==> src/rtl/irq_sequencer.sv <==
`default_nettype none
// ============================================================================
// Module      : irq_sequencer
// Description : Interrupt sequencer for the pipelined MIPS core. Captures
//               rising edges on peripheral interrupt lines into a pending
//               register, applies mask and global enable, and delivers a
//               one-cycle IRQ pulse to the ID-stage control unit only at a
//               safe point. It holds off further delivery until the handler
//               has run, meaning kernel mode was entered and then left.
// Ports       : clk          core clock
//               reset        asynchronous active-low reset
//               src_irq      peripheral interrupt lines (rising edge = request)
//               id_valid     ID stage holds a real instruction
//               id_stall     ID stage stalled this cycle
//               id_in_slot   ID instruction is in a branch/jump delay slot
//               kernel_mode  PC[31] of the ID-stage instruction
//               reg_wr       register window write strobe
//               reg_addr     0=mask 1=pending(W1C) 2=cause(RO) 3=enable
//               reg_wdata    register window write data
//               reg_rdata    register window read data (combinational)
//               IRQ          one-cycle interrupt request pulse
//               in_service   high from delivery until handler exit
// Revision    : 1.0 - initial release
// ============================================================================
module irq_sequencer #(
  parameter int NSRC = 4
) (
  input  logic            clk,
  input  logic            reset,
  input  logic [NSRC-1:0] src_irq,
  input  logic            id_valid,
  input  logic            id_stall,
  input  logic            id_in_slot,
  input  logic            kernel_mode,
  input  logic            reg_wr,
  input  logic [1:0]      reg_addr,
  input  logic [31:0]     reg_wdata,
  output logic [31:0]     reg_rdata,
  output logic            IRQ,
  output logic            in_service
);

  typedef enum logic [1:0] {
    S_IDLE    = 2'd0,
    S_ARM     = 2'd1,
    S_ISSUE   = 2'd2,
    S_SERVICE = 2'd3
  } state_t;

  state_t          state;
  logic [NSRC-1:0] src_q;
  logic [NSRC-1:0] pending;
  logic [NSRC-1:0] mask;
  logic            enable;
  logic [2:0]      cause;
  logic            seen_k;

  logic [NSRC-1:0] rise;
  logic [NSRC-1:0] active;
  logic            any;
  logic            safe;
  logic [NSRC-1:0] w1c;
  logic [NSRC-1:0] lo_oh;
  logic [2:0]      lo_idx;
  logic            lo_hit;
  logic [NSRC-1:0] issue_clr;
  logic [NSRC-1:0] pending_nxt;
  logic            unused_wdata;

  assign unused_wdata = ^reg_wdata;

  assign rise   = src_irq & ~src_q;
  assign active = pending & mask;
  assign any    = (|active) & enable;
  assign safe   = id_valid & ~id_stall & ~id_in_slot & ~kernel_mode;
  assign w1c    = (reg_wr && reg_addr == 2'd1) ? reg_wdata[NSRC-1:0] : '0;

  // Lowest-index active source, both as an index (for cause) and one-hot
  // (for clearing the pending bit being delivered).
  always_comb begin
    lo_oh  = '0;
    lo_idx = 3'd0;
    lo_hit = 1'b0;
    for (int i = 0; i < NSRC; i++) begin
      if (active[i] && !lo_hit) begin
        lo_hit   = 1'b1;
        lo_idx   = 3'(i);
        lo_oh[i] = 1'b1;
      end
    end
  end

  assign issue_clr = (state == S_ISSUE) ? lo_oh : '0;

  // New edges are OR-ed in last so a source that re-rises in the same cycle
  // as a software or delivery clear stays pending.
  assign pending_nxt = (pending & ~w1c & ~issue_clr) | rise;

  always_comb begin
    reg_rdata = 32'd0;
    case (reg_addr)
      2'd0:    reg_rdata = 32'(mask);
      2'd1:    reg_rdata = 32'(pending);
      2'd2:    reg_rdata = {29'd0, cause};
      default: reg_rdata = {31'd0, enable};
    endcase
  end

  always_ff @(posedge clk or negedge reset) begin
    if (!reset) begin
      state      <= S_IDLE;
      src_q      <= '0;
      pending    <= '0;
      mask       <= '0;
      enable     <= 1'b0;
      cause      <= 3'd0;
      seen_k     <= 1'b0;
      IRQ        <= 1'b0;
      in_service <= 1'b0;
    end else begin
      src_q   <= src_irq;
      pending <= pending_nxt;
      if (reg_wr && reg_addr == 2'd0) mask   <= reg_wdata[NSRC-1:0];
      if (reg_wr && reg_addr == 2'd3) enable <= reg_wdata[0];

      case (state)
        S_IDLE: begin
          if (any && !kernel_mode) state <= S_ARM;
        end
        S_ARM: begin
          // Losing the request (mask/clear/disable) takes priority over issuing.
          if (!any) begin
            state <= S_IDLE;
          end else if (safe) begin
            state <= S_ISSUE;
            IRQ   <= 1'b1;
          end
        end
        S_ISSUE: begin
          IRQ        <= 1'b0;
          if (lo_hit) cause <= lo_idx;
          in_service <= 1'b1;
          seen_k     <= 1'b0;
          state      <= S_SERVICE;
        end
        default: begin
          // Handler is considered finished on the first user-mode cycle
          // after at least one kernel-mode cycle.
          if (kernel_mode) begin
            seen_k <= 1'b1;
          end else if (seen_k) begin
            seen_k     <= 1'b0;
            in_service <= 1'b0;
            state      <= S_IDLE;
          end
        end
      endcase
    end
  end

endmodule
`default_nettype wire

==> config.mk <==
export PLATFORM = sky130hd
export DESIGN_NAME = irq_sequencer
export DESIGN_NICKNAME = d
export VERILOG_FILES = /design/src/rtl/irq_sequencer.sv
export SDC_FILE = /design/constraint.sdc
export NUM_CORES = 1
export LEC_CHECK = 0
export BUFFER_PORTS_ARGS = -buffer_cell sky130_fd_sc_hd__buf_2
export CELL_PAD_IN_SITES_DETAIL_PLACEMENT = 1
export CELL_PAD_IN_SITES_GLOBAL_PLACEMENT = 1
export CORE_AREA = 2 2 99 53
export CTS_BUF_LIST = sky130_fd_sc_hd__clkbuf_8 sky130_fd_sc_hd__clkbuf_16
export DETAILED_ROUTE_END_ITERATION = 8
export DIE_AREA = 0 0 101 55
export GPL_ROUTABILITY_DRIVEN = 0
export PLACE_DENSITY_LB_ADDON = 0.1
export SYNTH_ARGS = -nofsm -noshare
export SYNTH_HDL_FRONTEND = slang
export SYNTH_SLANG_ARGS = --single-unit
export TNS_END_PERCENT = 100
==> constraint.sdc <==
create_clock -name clk -period 1.4 [get_ports clk]
set_input_delay 0.28 -clock clk [delete_from_list [all_inputs] [get_ports clk]]
set_output_delay 0.28 -clock clk [all_outputs]
set_load 0.02 [all_outputs]
==> impl_metrics.xml, run 1 <==
<?xml version="1.0" encoding="UTF-8"?>
<metrics>
  <group name="floorplanning">
    <metric name="floorplan.io_pins" unit="">79</metric>
    <metric name="die-width" unit="um">101</metric>
    <metric name="die-area" unit="um^2">5560</metric>
    <metric name="floorplan.rows" unit="">18</metric>
    <metric name="floorplan.core_area" unit="um^2">4730</metric>
    <metric name="initial_core_utilization" unit="">0.249</metric>
    <metric name="die_y" unit="um">55</metric>
  </group>
  <group name="yosys">
    <metric name="synth.avg_cell_area" unit="um^2">10.3</metric>
    <metric name="post_synth_instance_area" unit="um^2">1180</metric>
    <metric name="most_frequent_cell_after_synthesis" unit="">buf_4</metric>
    <metric name="post-synth-top-area-cell" unit="">dfrtp_1</metric>
    <metric name="synth.ff_latch_count" unit="">20</metric>
    <metric name="combinational_family_with_the_most_area_after_synthesis" unit="">buffers and inverters</metric>
    <metric name="postSynthCellCount" unit="">114</metric>
    <metric name="netlist_top_cells_count" unit="">29 x buf_4, 20 x dfrtp_1, 9 x nand2_1, 6 x inv_1, 5 x mux2_2</metric>
    <metric name="synth_ff_type" unit="">dfrtp_1</metric>
    <metric name="asyncSetResetFlopFracSynth" unit="">1.00</metric>
    <metric name="synthXorXnorAreaFrac" unit="">0</metric>
    <metric name="post_synth_mux_area_share" unit="">0.0956</metric>
    <metric name="post_synth_adder_cell_area" unit="">0</metric>
    <metric name="synth_area_leaders" unit="">dfrtp_1 43%, buf_4 18%, mux2_2 4.8%, a32o_1 3.4%, a22o_1 3.0%</metric>
    <metric name="synth_largest_type_area_fraction" unit="">0.425</metric>
    <metric name="synthDistinctLibCells" unit="">31</metric>
    <metric name="synth_simple_gate_area_share" unit="">0.150</metric>
    <metric name="ys_warn_count" unit="">0</metric>
    <metric name="synth.yosys.seq_area_share" unit="">0.425</metric>
    <metric name="synth_compound_area_frac" unit="">0.115</metric>
    <metric name="synth_enable_flop_cells" unit="">0</metric>
  </group>
  <group name="worst_setup_path">
    <metric name="critical_path_arrival" unit="ns">1.29</metric>
    <metric name="worst_ep_required_time" unit="ns">1.12</metric>
    <metric name="r2r_depth" unit="">4</metric>
    <metric name="critical_path.max_fanout" unit="">2</metric>
    <metric name="crit_path_end_kind" unit="">output pin</metric>
    <metric name="critical_path_class" unit="">flip-flop to output pin</metric>
    <metric name="critical_path.startpoint_type" unit="">flip-flop</metric>
  </group>
  <group name="pwr">
    <metric name="share_seq_of_total_power" unit="">0.380</metric>
    <metric name="power.clock.fraction" unit="">0.201</metric>
    <metric name="net-switching-power" unit="uW">786</metric>
    <metric name="max-vdd-ir-drop" unit="mV">0.367</metric>
    <metric name="combPwrFrac" unit="">0.419</metric>
    <metric name="p_per_area" unit="nW/um^2">1490</metric>
    <metric name="leakage" unit="uW">0.000734</metric>
    <metric name="swShare" unit="">0.348</metric>
    <metric name="power_internal" unit="uW">1470</metric>
    <metric name="p_total" unit="uW">2260</metric>
  </group>
  <group name="clock_network">
    <metric name="ctsLongestPathBuffers" unit="">2</metric>
    <metric name="clk_latency" unit="ns">0.26</metric>
    <metric name="cts.root.buffer_cell" unit="">clkbuf_8</metric>
    <metric name="tritoncts" unit="">built</metric>
    <metric name="htreeDepth" unit="">1</metric>
    <metric name="cts_buffers" unit="">3</metric>
    <metric name="worst_setup_hold_path_clk_slew" unit="ns">0.07</metric>
    <metric name="clock-sinks" unit="">20</metric>
  </group>
  <group name="timing">
    <metric name="final_hold_vio_count" unit="">0</metric>
    <metric name="setup_viol_count_final" unit="">4</metric>
    <metric name="min_hold_slack" unit="ns">0.135</metric>
    <metric name="final.min_clock_period" unit="ns">1.57</metric>
    <metric name="final_max_slew_viol_count" unit="">0</metric>
    <metric name="finClkSkew" unit="ns">0.00237</metric>
    <metric name="grt_setup_unrepaired" unit="">yes</metric>
    <metric name="fin_ws" unit="ns">-0.169</metric>
    <metric name="fmax" unit="GHz">0.637</metric>
    <metric name="final_min_period_over_clock_period" unit="">1.12</metric>
  </group>
  <group name="route">
    <metric name="postRouteWirelength" unit="um">3040</metric>
    <metric name="drtPass1Iterations" unit="">4</metric>
    <metric name="drt-met1-wl" unit="um">1630</metric>
    <metric name="drt-wirelength-per-cell" unit="um">13.8</metric>
    <metric name="route.antenna.remaining_nets" unit="">0</metric>
    <metric name="dr_top_layer" unit="">met4</metric>
    <metric name="via_count" unit="">896</metric>
    <metric name="drt-initial-drc-count" unit="">30</metric>
    <metric name="met3_wirelength" unit="um">169</metric>
    <metric name="post-route-drc-count" unit="">0</metric>
    <metric name="met2_length" unit="um">1220</metric>
    <metric name="vias_per_cell" unit="">4.05</metric>
  </group>
  <group name="place">
    <metric name="place_hpwl" unit="um">2460</metric>
    <metric name="port_buffers" unit="">22</metric>
    <metric name="place_inst" unit="">209</metric>
  </group>
  <group name="global_routing">
    <metric name="initial_antenna_violation_count" unit="">0</metric>
    <metric name="wire_length_of_the_first_global_routing_pass" unit="um">4770</metric>
    <metric name="globalRoute.totalOverflow" unit="">0</metric>
    <metric name="grt_pass1_vias" unit="">898</metric>
    <metric name="grt.total_usage" unit="">0.119</metric>
    <metric name="grt_max_degree" unit="">21</metric>
  </group>
  <group name="final_layout">
    <metric name="fillerInstances" unit="">557</metric>
    <metric name="post-route-util" unit="">0.320</metric>
    <metric name="num_antenna_cells" unit="">0</metric>
    <metric name="num-nets-final" unit="">207</metric>
    <metric name="layout-drive-gt1-share" unit="">0.366</metric>
    <metric name="non_filler_instance_count_after_layout" unit="">221</metric>
    <metric name="area_delta_synth_final" unit="%">28.5</metric>
  </group>
  <group name="min_path">
    <metric name="worst_hold_path_type" unit="">input pin to flip-flop</metric>
    <metric name="min_path_cells" unit="">1</metric>
  </group>
  <group name="status">
    <metric name="status" unit="">complete, but fails checks</metric>
    <metric name="violations" unit="">setup timing</metric>
  </group>
  <group name="job">
    <metric name="max_cap_viol_count" unit="">0</metric>
  </group>
</metrics>
==> layout by cell type (no fill, tap or decap), types with 2 or more instances in the layout <==
cell,netlist,final
nand4_1,2,2
a32o_1,4,4
a21oi_1,2,2
buf_4,29,22
mux2_2,5,5
nand3b_1,3,3
a22o_1,4,4
dfrtp_1,20,19
buf_6,0,6
mux2i_1,3,3
nand3_1,2,2
buf_2,1,18
nor2_1,4,4
inv_1,6,6
clkbuf_8,0,4
conb_1,1,28
nand2b_1,2,2
nand2_1,9,9
o21ai_1,0,2
==> path summary, 6_finish.rpt <==
check	start	end	slack, ns
setup / recovery	mask[0]	reg_rdata[0]	-0.17
hold / removal	src_irq[1]	src_q[1]	0.14
setup reg to reg	pending[0]	pending[2]	-0.08
hold reg to reg	in_service	in_service	0.49
max in group asynchronous	reset	mask[3]	0.53
min in group asynchronous	reset	enable	0.50
==> kinds of logic (layout without fill, tap and decap cells) <==
kind of cell	Yosys count	after routing
AO/OA/AOI/OAI	17	17
buffers and inverters	37	57
flip-flops	20	20
multiplexers	9	9
other	1	28
AND/OR/NAND/NOR	30	30
==> state kept, by name, indices dropped and copies added, names as in the netlist, 2 cells and up <==
signal and flops:
pending 4, state 2, src_q 4, mask 4, cause 2
==> metrics by stage <==
step                      setup WS, ns  setup TNS, ns  instance area (um^2)
final                           -0.169         -0.296                  1510
after detailed placement       -0.0215        -0.0386                  1370
after global placement         -0.0196        -0.0275                  1370
after global routing            -0.215         -0.665                  1510
after CTS                       -0.181         -0.388                  1490
after floorplan                0.00112              0                  1280
==> routing by layer <==
layer / up-vias / global-route usage
met5: - / 0
met1: 430 / 0.165
met4: 0 / 0.0203
li1: 437 / -
met3: 4 / 0.0415
met2: 25 / 0.186
==> cell type report <==
cell class | instances | area (um^2) | area share
Multi-Input combinational cell | 84 | 526 | 0.347
Timing Repair Buffer | 47 | 333 | 0.220
Tap cell | 60 | 75.1 | 0.0496
Sequential cell | 20 | 502 | 0.332
Inverter | 6 | 22.5 | 0.0149
Clock buffer | 4 | 55.1 | 0.0364
==> repair_timing <==
action,CTS,global route
gates cloned,0,0
hold buffers,1,0
endpoints found under the hold margin,20,0
pin swaps,6,7
setup endpoints to repair,5,9
buffers inserted,5,2
gates resized for setup,9,5
==> worst max-delay path, stage by stage, from the launching register on <==
cell	delay, ns
dfrtp_1	0.41
mux4_2	0.47
buf_6	0.15
==> power groups by stage <==
| stage | Sequential (uW) | Combinational, uW | Clock, uW |
|---|---|---|---|
| global placement | 862 | 784 | 0 |
| detailed placement | 865 | 804 | 0 |
| finish | 857 | 946 | 454 |
| CTS | 850 | 922 | 482 |
| floorplan | 857 | 512 | 0 |
| global route | 875 | 1040 | 504 |
(Power assumes the default switching activity.)
==> inputs of run 2 (changes only) <==
- GPL_TIMING_DRIVEN: unset -> 0
==> impl_metrics.xml, run 2 (same netlist as run 1, synthesis figures left out) <==
<?xml version="1.0" encoding="UTF-8"?>
<metrics>
  <group name="status">
    <metric name="status" unit="">complete, but fails checks</metric>
    <metric name="violations" unit="">setup timing</metric>
  </group>
  <group name="timing">
    <metric name="fmax" unit="GHz">0.636</metric>
    <metric name="final_max_slew_viol_count" unit="">0</metric>
    <metric name="final_min_period_over_clock_period" unit="">1.12</metric>
    <metric name="fin_ws" unit="ns">-0.171</metric>
    <metric name="final_hold_vio_count" unit="">0</metric>
    <metric name="final.min_clock_period" unit="ns">1.57</metric>
    <metric name="setup_viol_count_final" unit="">3</metric>
    <metric name="grt_setup_unrepaired" unit="">yes</metric>
    <metric name="finClkSkew" unit="ns">0.00229</metric>
  </group>
  <group name="clock_network">
    <metric name="worst_setup_hold_path_clk_slew" unit="ns">0.07</metric>
    <metric name="cts.root.buffer_cell" unit="">clkbuf_8</metric>
    <metric name="ctsLongestPathBuffers" unit="">2</metric>
    <metric name="clk_latency" unit="ns">0.26</metric>
    <metric name="clock-sinks" unit="">20</metric>
    <metric name="tritoncts" unit="">built</metric>
    <metric name="cts_buffers" unit="">3</metric>
    <metric name="htreeDepth" unit="">1</metric>
  </group>
  <group name="floorplanning">
    <metric name="floorplan.core_area" unit="um^2">4730</metric>
    <metric name="initial_core_utilization" unit="">0.249</metric>
    <metric name="die-width" unit="um">101</metric>
    <metric name="die_y" unit="um">55</metric>
    <metric name="floorplan.rows" unit="">18</metric>
    <metric name="die-area" unit="um^2">5560</metric>
    <metric name="floorplan.io_pins" unit="">79</metric>
  </group>
  <group name="final_layout">
    <metric name="layout-drive-gt1-share" unit="">0.451</metric>
    <metric name="layout_top_registers" unit="">mask: 4 flops, pending: 4 flops, src_q: 4 flops</metric>
    <metric name="final_design_area_no_fill" unit="um^2">1610</metric>
    <metric name="non_filler_instance_count_after_layout" unit="">233</metric>
    <metric name="num-nets-final" unit="">219</metric>
    <metric name="num_antenna_cells" unit="">0</metric>
    <metric name="layout.cells.most_common_list" unit="">34 x buf_4, 28 x conb_1, 20 x buf_2</metric>
    <metric name="layout_commonest_cell" unit="">buf_4</metric>
    <metric name="area_delta_synth_final" unit="%">36.8</metric>
  </group>
  <group name="worst_setup_path">
    <metric name="crit_path_end_kind" unit="">output pin</metric>
    <metric name="critical_path.startpoint_type" unit="">flip-flop</metric>
    <metric name="worst_ep_required_time" unit="ns">1.12</metric>
    <metric name="critical_path.max_fanout" unit="">2</metric>
    <metric name="cpLargestDelayFamily" unit="">multiplexers</metric>
    <metric name="path_cells" unit="">mux4_2 -&gt; buf_6</metric>
    <metric name="critical_path_class" unit="">flip-flop to output pin</metric>
    <metric name="timing.critical_path.from" unit="">mask[0]</metric>
    <metric name="cp.buffers_inverters" unit="">1</metric>
    <metric name="worst_r2r_endpoint" unit="">pending[2]</metric>
    <metric name="r2r_depth" unit="">4</metric>
    <metric name="crit_path_top_delay_cell" unit="">mux4_2</metric>
    <metric name="register_to_register_setup_slack" unit="ns">-0.11</metric>
    <metric name="regToRegStartpoint" unit="">mask[0]</metric>
    <metric name="critical_path_arrival" unit="ns">1.29</metric>
    <metric name="slowest_delay" unit="ns">0.47</metric>
  </group>
  <group name="min_path">
    <metric name="worst_hold_path_type" unit="">input pin to flip-flop</metric>
    <metric name="worstHoldStart" unit="">src_irq[3]</metric>
    <metric name="worst_hold_path.endpoint" unit="">src_q[3]</metric>
    <metric name="min_path_cells" unit="">1</metric>
  </group>
  <group name="place">
    <metric name="dpl-instance-area" unit="um^2">1450</metric>
    <metric name="place_hpwl" unit="um">2420</metric>
    <metric name="place_inst" unit="">221</metric>
    <metric name="port_buffers" unit="">20</metric>
  </group>
  <group name="route">
    <metric name="route.antenna.remaining_nets" unit="">0</metric>
    <metric name="post-route-drc-count" unit="">0</metric>
    <metric name="postRouteWirelength" unit="um">3160</metric>
    <metric name="drt-initial-drc-count" unit="">29</metric>
    <metric name="drt-wirelength-per-cell" unit="um">13.6</metric>
    <metric name="via_count" unit="">950</metric>
    <metric name="vias_per_cell" unit="">4.08</metric>
    <metric name="drtPass1Iterations" unit="">4</metric>
  </group>
  <group name="global_routing">
    <metric name="initial_antenna_violation_count" unit="">0</metric>
    <metric name="grt.total_usage" unit="">0.118</metric>
    <metric name="grt_pass1_vias" unit="">925</metric>
    <metric name="wire_length_of_the_first_global_routing_pass" unit="um">4800</metric>
    <metric name="globalRoute.totalOverflow" unit="">0</metric>
    <metric name="grt_max_degree" unit="">21</metric>
  </group>
  <group name="pwr">
    <metric name="swShare" unit="">0.353</metric>
    <metric name="leakage" unit="uW">0.000804</metric>
    <metric name="max-vdd-ir-drop" unit="mV">0.433</metric>
    <metric name="p_per_area" unit="nW/um^2">1340</metric>
    <metric name="power_internal" unit="uW">1390</metric>
    <metric name="share_seq_of_total_power" unit="">0.424</metric>
    <metric name="combPwrFrac" unit="">0.370</metric>
    <metric name="net-switching-power" unit="uW">760</metric>
    <metric name="power.clock.fraction" unit="">0.206</metric>
  </group>
  <group name="job">
    <metric name="max_cap_viol_count" unit="">0</metric>
  </group>
</metrics>
## run 2: cell types whose count changed in the layout (fill, tap and decap cells not counted), moves of 2 or more
| cell | change |
|---|---|
| buf_4 | +12 |
| dfrtp_1 | -4 |
| dfrtp_2 | +4 |
| buf_6 | -3 |
| buf_2 | +2 |
## run 2: metrics by stage
stage | utilization | hold WS [ns] | total power, uW | setup WS (ns) | setup TNS (ns)
4_1_cts | 0.329 | 0.131 | 2100 | -0.177 | -0.465
3_5_place_dp | 0.307 | 0.268 | 1580 | -0.100 | -0.551
6_report | 0.340 | 0.138 | 2150 | -0.171 | -0.385
3_3_place_gp | 0.307 | 0.266 | 1550 | -0.0901 | -0.332
5_1_grt | 0.340 | 0.134 | 2310 | -0.222 | -0.699
2_1_floorplan | - | -0.0156 | 1370 | 0.00112 | 0
## run 2: cell type report
| class | count | area (um^2) |
|---|---|---|
| inverters | 6 | 22.5 |
| fillers | 552 | 3120 |
| plain buffers | 30 | 220 |
| multi-input cells | 84 | 547 |
| well taps | 60 | 75.1 |
| clock buffers | 4 | 55.1 |
| repair buffers | 29 | 184 |
| flip-flops and latches | 20 | 507 |
## run 2: routing by layer
metal  global-route usage  routed length [um]
met1                0.163                1580
met2                0.187                1390
met3               0.0402                 177
met4               0.0135                  10
met5                    0                   0
## run 2: worst max path at each step
| stage | endpoint | slack [ns] | cells past startpoint |
|---|---|---|---|
| 2_1_floorplan | reg_rdata[0] | 0.001 | 2 |
| 3_3_place_gp | reg_rdata[0] | -0.09 | 3 |
| 3_5_place_dp | reg_rdata[0] | -0.10 | 3 |
| 4_1_cts | reg_rdata[0] | -0.18 | 2 |
| 5_1_grt | reg_rdata[0] | -0.22 | 2 |
| 6_report | reg_rdata[0] | -0.17 | 2 |
## run 2: power groups by stage
stage | combinational [uW] | sequential, uW | clock [uW]
finish | 797 | 912 | 443
global route | 886 | 938 | 488
CTS | 732 | 896 | 467
detailed placement | 685 | 890 | 0
global placement | 666 | 883 | 0
floorplan | 512 | 857 | 0
## run 2: timing repair
action | 4_1_cts | 5_1_grt
hold buffers | 1 | 0
cloned | 0 | 0
endpoints found under the setup margin | 8 | 10
buffers inserted | 4 | 4
pin swaps | 0 | 1
hold endpoints to repair | 20 | 0
resized for setup | 8 | 9
==> inputs of run 3 (changes only) <==
- PLACE_DENSITY_LB_ADDON: 0.1 -> 0.05
==> impl_metrics.xml, run 3 (same netlist as run 1, synthesis figures left out) <==
<?xml version="1.0" encoding="UTF-8"?>
<metrics>
  <group name="global_routing">
    <metric name="grt_pass1_vias" unit="">890</metric>
    <metric name="initial_antenna_violation_count" unit="">0</metric>
    <metric name="globalRoute.totalOverflow" unit="">0</metric>
    <metric name="wire_length_of_the_first_global_routing_pass" unit="um">4570</metric>
    <metric name="grt.total_usage" unit="">0.114</metric>
    <metric name="grt_max_degree" unit="">21</metric>
  </group>
  <group name="timing">
    <metric name="final_max_slew_viol_count" unit="">0</metric>
    <metric name="final.min_clock_period" unit="ns">1.57</metric>
    <metric name="grt_setup_unrepaired" unit="">yes</metric>
    <metric name="fmax" unit="GHz">0.637</metric>
    <metric name="final_min_period_over_clock_period" unit="">1.12</metric>
    <metric name="final_hold_vio_count" unit="">0</metric>
    <metric name="setup_viol_count_final" unit="">4</metric>
    <metric name="fin_ws" unit="ns">-0.170</metric>
    <metric name="totalNegativeSetupSlack" unit="ns">-0.458</metric>
    <metric name="finClkSkew" unit="ns">0.00553</metric>
  </group>
  <group name="route">
    <metric name="post-route-drc-count" unit="">0</metric>
    <metric name="drtPass1Iterations" unit="">4</metric>
    <metric name="route.antenna.remaining_nets" unit="">0</metric>
    <metric name="postRouteWirelength" unit="um">3170</metric>
    <metric name="drt-wirelength-per-cell" unit="um">13.4</metric>
    <metric name="via_count" unit="">980</metric>
    <metric name="vias_per_cell" unit="">4.15</metric>
    <metric name="drt-initial-drc-count" unit="">50</metric>
  </group>
  <group name="clock_network">
    <metric name="ctsLongestPathBuffers" unit="">2</metric>
    <metric name="clock-sinks" unit="">20</metric>
    <metric name="htreeDepth" unit="">1</metric>
    <metric name="cts.root.buffer_cell" unit="">clkbuf_8</metric>
    <metric name="clk_latency" unit="ns">0.27</metric>
    <metric name="worst_setup_hold_path_clk_slew" unit="ns">0.08</metric>
    <metric name="tritoncts" unit="">built</metric>
    <metric name="cts_buffers" unit="">3</metric>
  </group>
  <group name="worst_setup_path">
    <metric name="cp.buffers_inverters" unit="">1</metric>
    <metric name="critical_path.max_fanout" unit="">2</metric>
    <metric name="crit_path_end_kind" unit="">output pin</metric>
    <metric name="critical_path_arrival" unit="ns">1.29</metric>
    <metric name="slowest_delay" unit="ns">0.46</metric>
    <metric name="path_cells" unit="">mux4_2 -&gt; buf_6</metric>
    <metric name="critical_path.startpoint_type" unit="">flip-flop</metric>
    <metric name="crit_path_top_delay_cell" unit="">mux4_2</metric>
    <metric name="cpLargestDelayFamily" unit="">multiplexers</metric>
    <metric name="critical_path_class" unit="">flip-flop to output pin</metric>
    <metric name="worst_ep_required_time" unit="ns">1.12</metric>
  </group>
  <group name="place">
    <metric name="port_buffers" unit="">20</metric>
    <metric name="place_hpwl" unit="um">2360</metric>
  </group>
  <group name="floorplanning">
    <metric name="floorplan.rows" unit="">18</metric>
    <metric name="floorplan.core_area" unit="um^2">4730</metric>
    <metric name="die-width" unit="um">101</metric>
    <metric name="floorplan.io_pins" unit="">79</metric>
    <metric name="die-area" unit="um^2">5560</metric>
    <metric name="die_y" unit="um">55</metric>
    <metric name="initial_core_utilization" unit="">0.249</metric>
  </group>
  <group name="final_layout">
    <metric name="num_antenna_cells" unit="">0</metric>
    <metric name="multi_input_comb_area" unit="um^2">533</metric>
    <metric name="layout_commonest_cell" unit="">buf_4</metric>
    <metric name="layout-drive-gt1-share" unit="">0.438</metric>
    <metric name="area_delta_synth_final" unit="%">37.4</metric>
    <metric name="layout_top_registers" unit="">mask: 4 flops, pending: 4 flops, src_q: 4 flops</metric>
    <metric name="register_area" unit="um^2">503</metric>
    <metric name="fillerInstances" unit="">559</metric>
    <metric name="layout.cells.most_common_list" unit="">38 x buf_4, 28 x conb_1, 19 x buf_2</metric>
    <metric name="num-nets-final" unit="">222</metric>
  </group>
  <group name="job">
    <metric name="max_cap_viol_count" unit="">0</metric>
  </group>
  <group name="status">
    <metric name="violations" unit="">setup timing</metric>
    <metric name="status" unit="">complete, but fails checks</metric>
  </group>
  <group name="pwr">
    <metric name="power_internal" unit="uW">1410</metric>
    <metric name="combPwrFrac" unit="">0.392</metric>
    <metric name="power.clock.fraction" unit="">0.208</metric>
    <metric name="swShare" unit="">0.355</metric>
    <metric name="p_per_area" unit="nW/um^2">1350</metric>
    <metric name="share_seq_of_total_power" unit="">0.399</metric>
    <metric name="max-vdd-ir-drop" unit="mV">0.368</metric>
    <metric name="p_total" unit="uW">2190</metric>
    <metric name="net-switching-power" unit="uW">776</metric>
    <metric name="leakage" unit="uW">0.000820</metric>
  </group>
  <group name="min_path">
    <metric name="worst_hold_path_type" unit="">input pin to flip-flop</metric>
  </group>
</metrics>
run 3: final timing paths:
| check | startpoint | to | slack [ns] | cells after the start |
|---|---|---|---|---|
| max | mask[0] | reg_rdata[0] | -0.17 | 2 |
| min | src_irq[2] | src_q[2] | 0.14 | 1 |
| max reg2reg | mask[0] | pending[3] | -0.14 | 4 |
| min reg2reg | in_service | in_service | 0.48 | 2 |
| max in group asynchronous | reset | mask[3] | 0.54 | 2 |
| min in group asynchronous | reset | mask[0] | 0.50 | 2 |
run 3: routing by layer:
layer  routed length (um)  vias up  track usage
met4                   10        0       0.0135
met1                 1580      473        0.158
met5                    0        -            0
met2                 1370       36        0.176
li1                     -      468            -
met3                  214        3       0.0415
run 3: layout make-up:
| cell class | count | area share |
|---|---|---|
| inverter | 6 | 0.0139 |
| multi-input combinational | 84 | 0.329 |
| timing repair buffer | 31 | 0.122 |
| clock buffer | 4 | 0.0340 |
| buffer | 31 | 0.143 |
| sequential | 20 | 0.311 |
| tap | 60 | 0.0464 |
run 3: power groups by stage:
stage	Sequential (uW)	Clock (uW)	Combinational, uW
after detailed placement	886	0	686
final	873	455	858
after global routing	893	484	939
after global placement	884	0	668
after floorplan	857	0	512
after CTS	865	465	782
run 3: worst reg2reg max path, cell delays in order (launching register included):
cell and delay [ns]:
dfrtp_2 0.41, buf_4 0.16, a222oi_1 0.42, nand4_1 0.18
a32o_1 0.27
run 3: per-stage QoR:
stage                     instance area (um^2)  setup WS [ns]  hold WS (ns)  cells  utilization
after CTS                                 1570         -0.172         0.137    230        0.331
after global routing                      1620         -0.253         0.139    236        0.342
after floorplan                           1280        0.00112       -0.0156    141            -
after global placement                    1450        -0.0891         0.270    221        0.307
final                                     1620         -0.170         0.138    236        0.342
after detailed placement                  1450        -0.0922         0.268    221        0.307
run 3: what timing repair did:
item                                   CTS  global route
setup endpoints to repair                6             9
resized for setup                        9             4
gates cloned                             0             0
setup buffers                            4             6
pin swaps                                0             3
endpoints found under the hold margin   20             0
hold buffers                             1             0
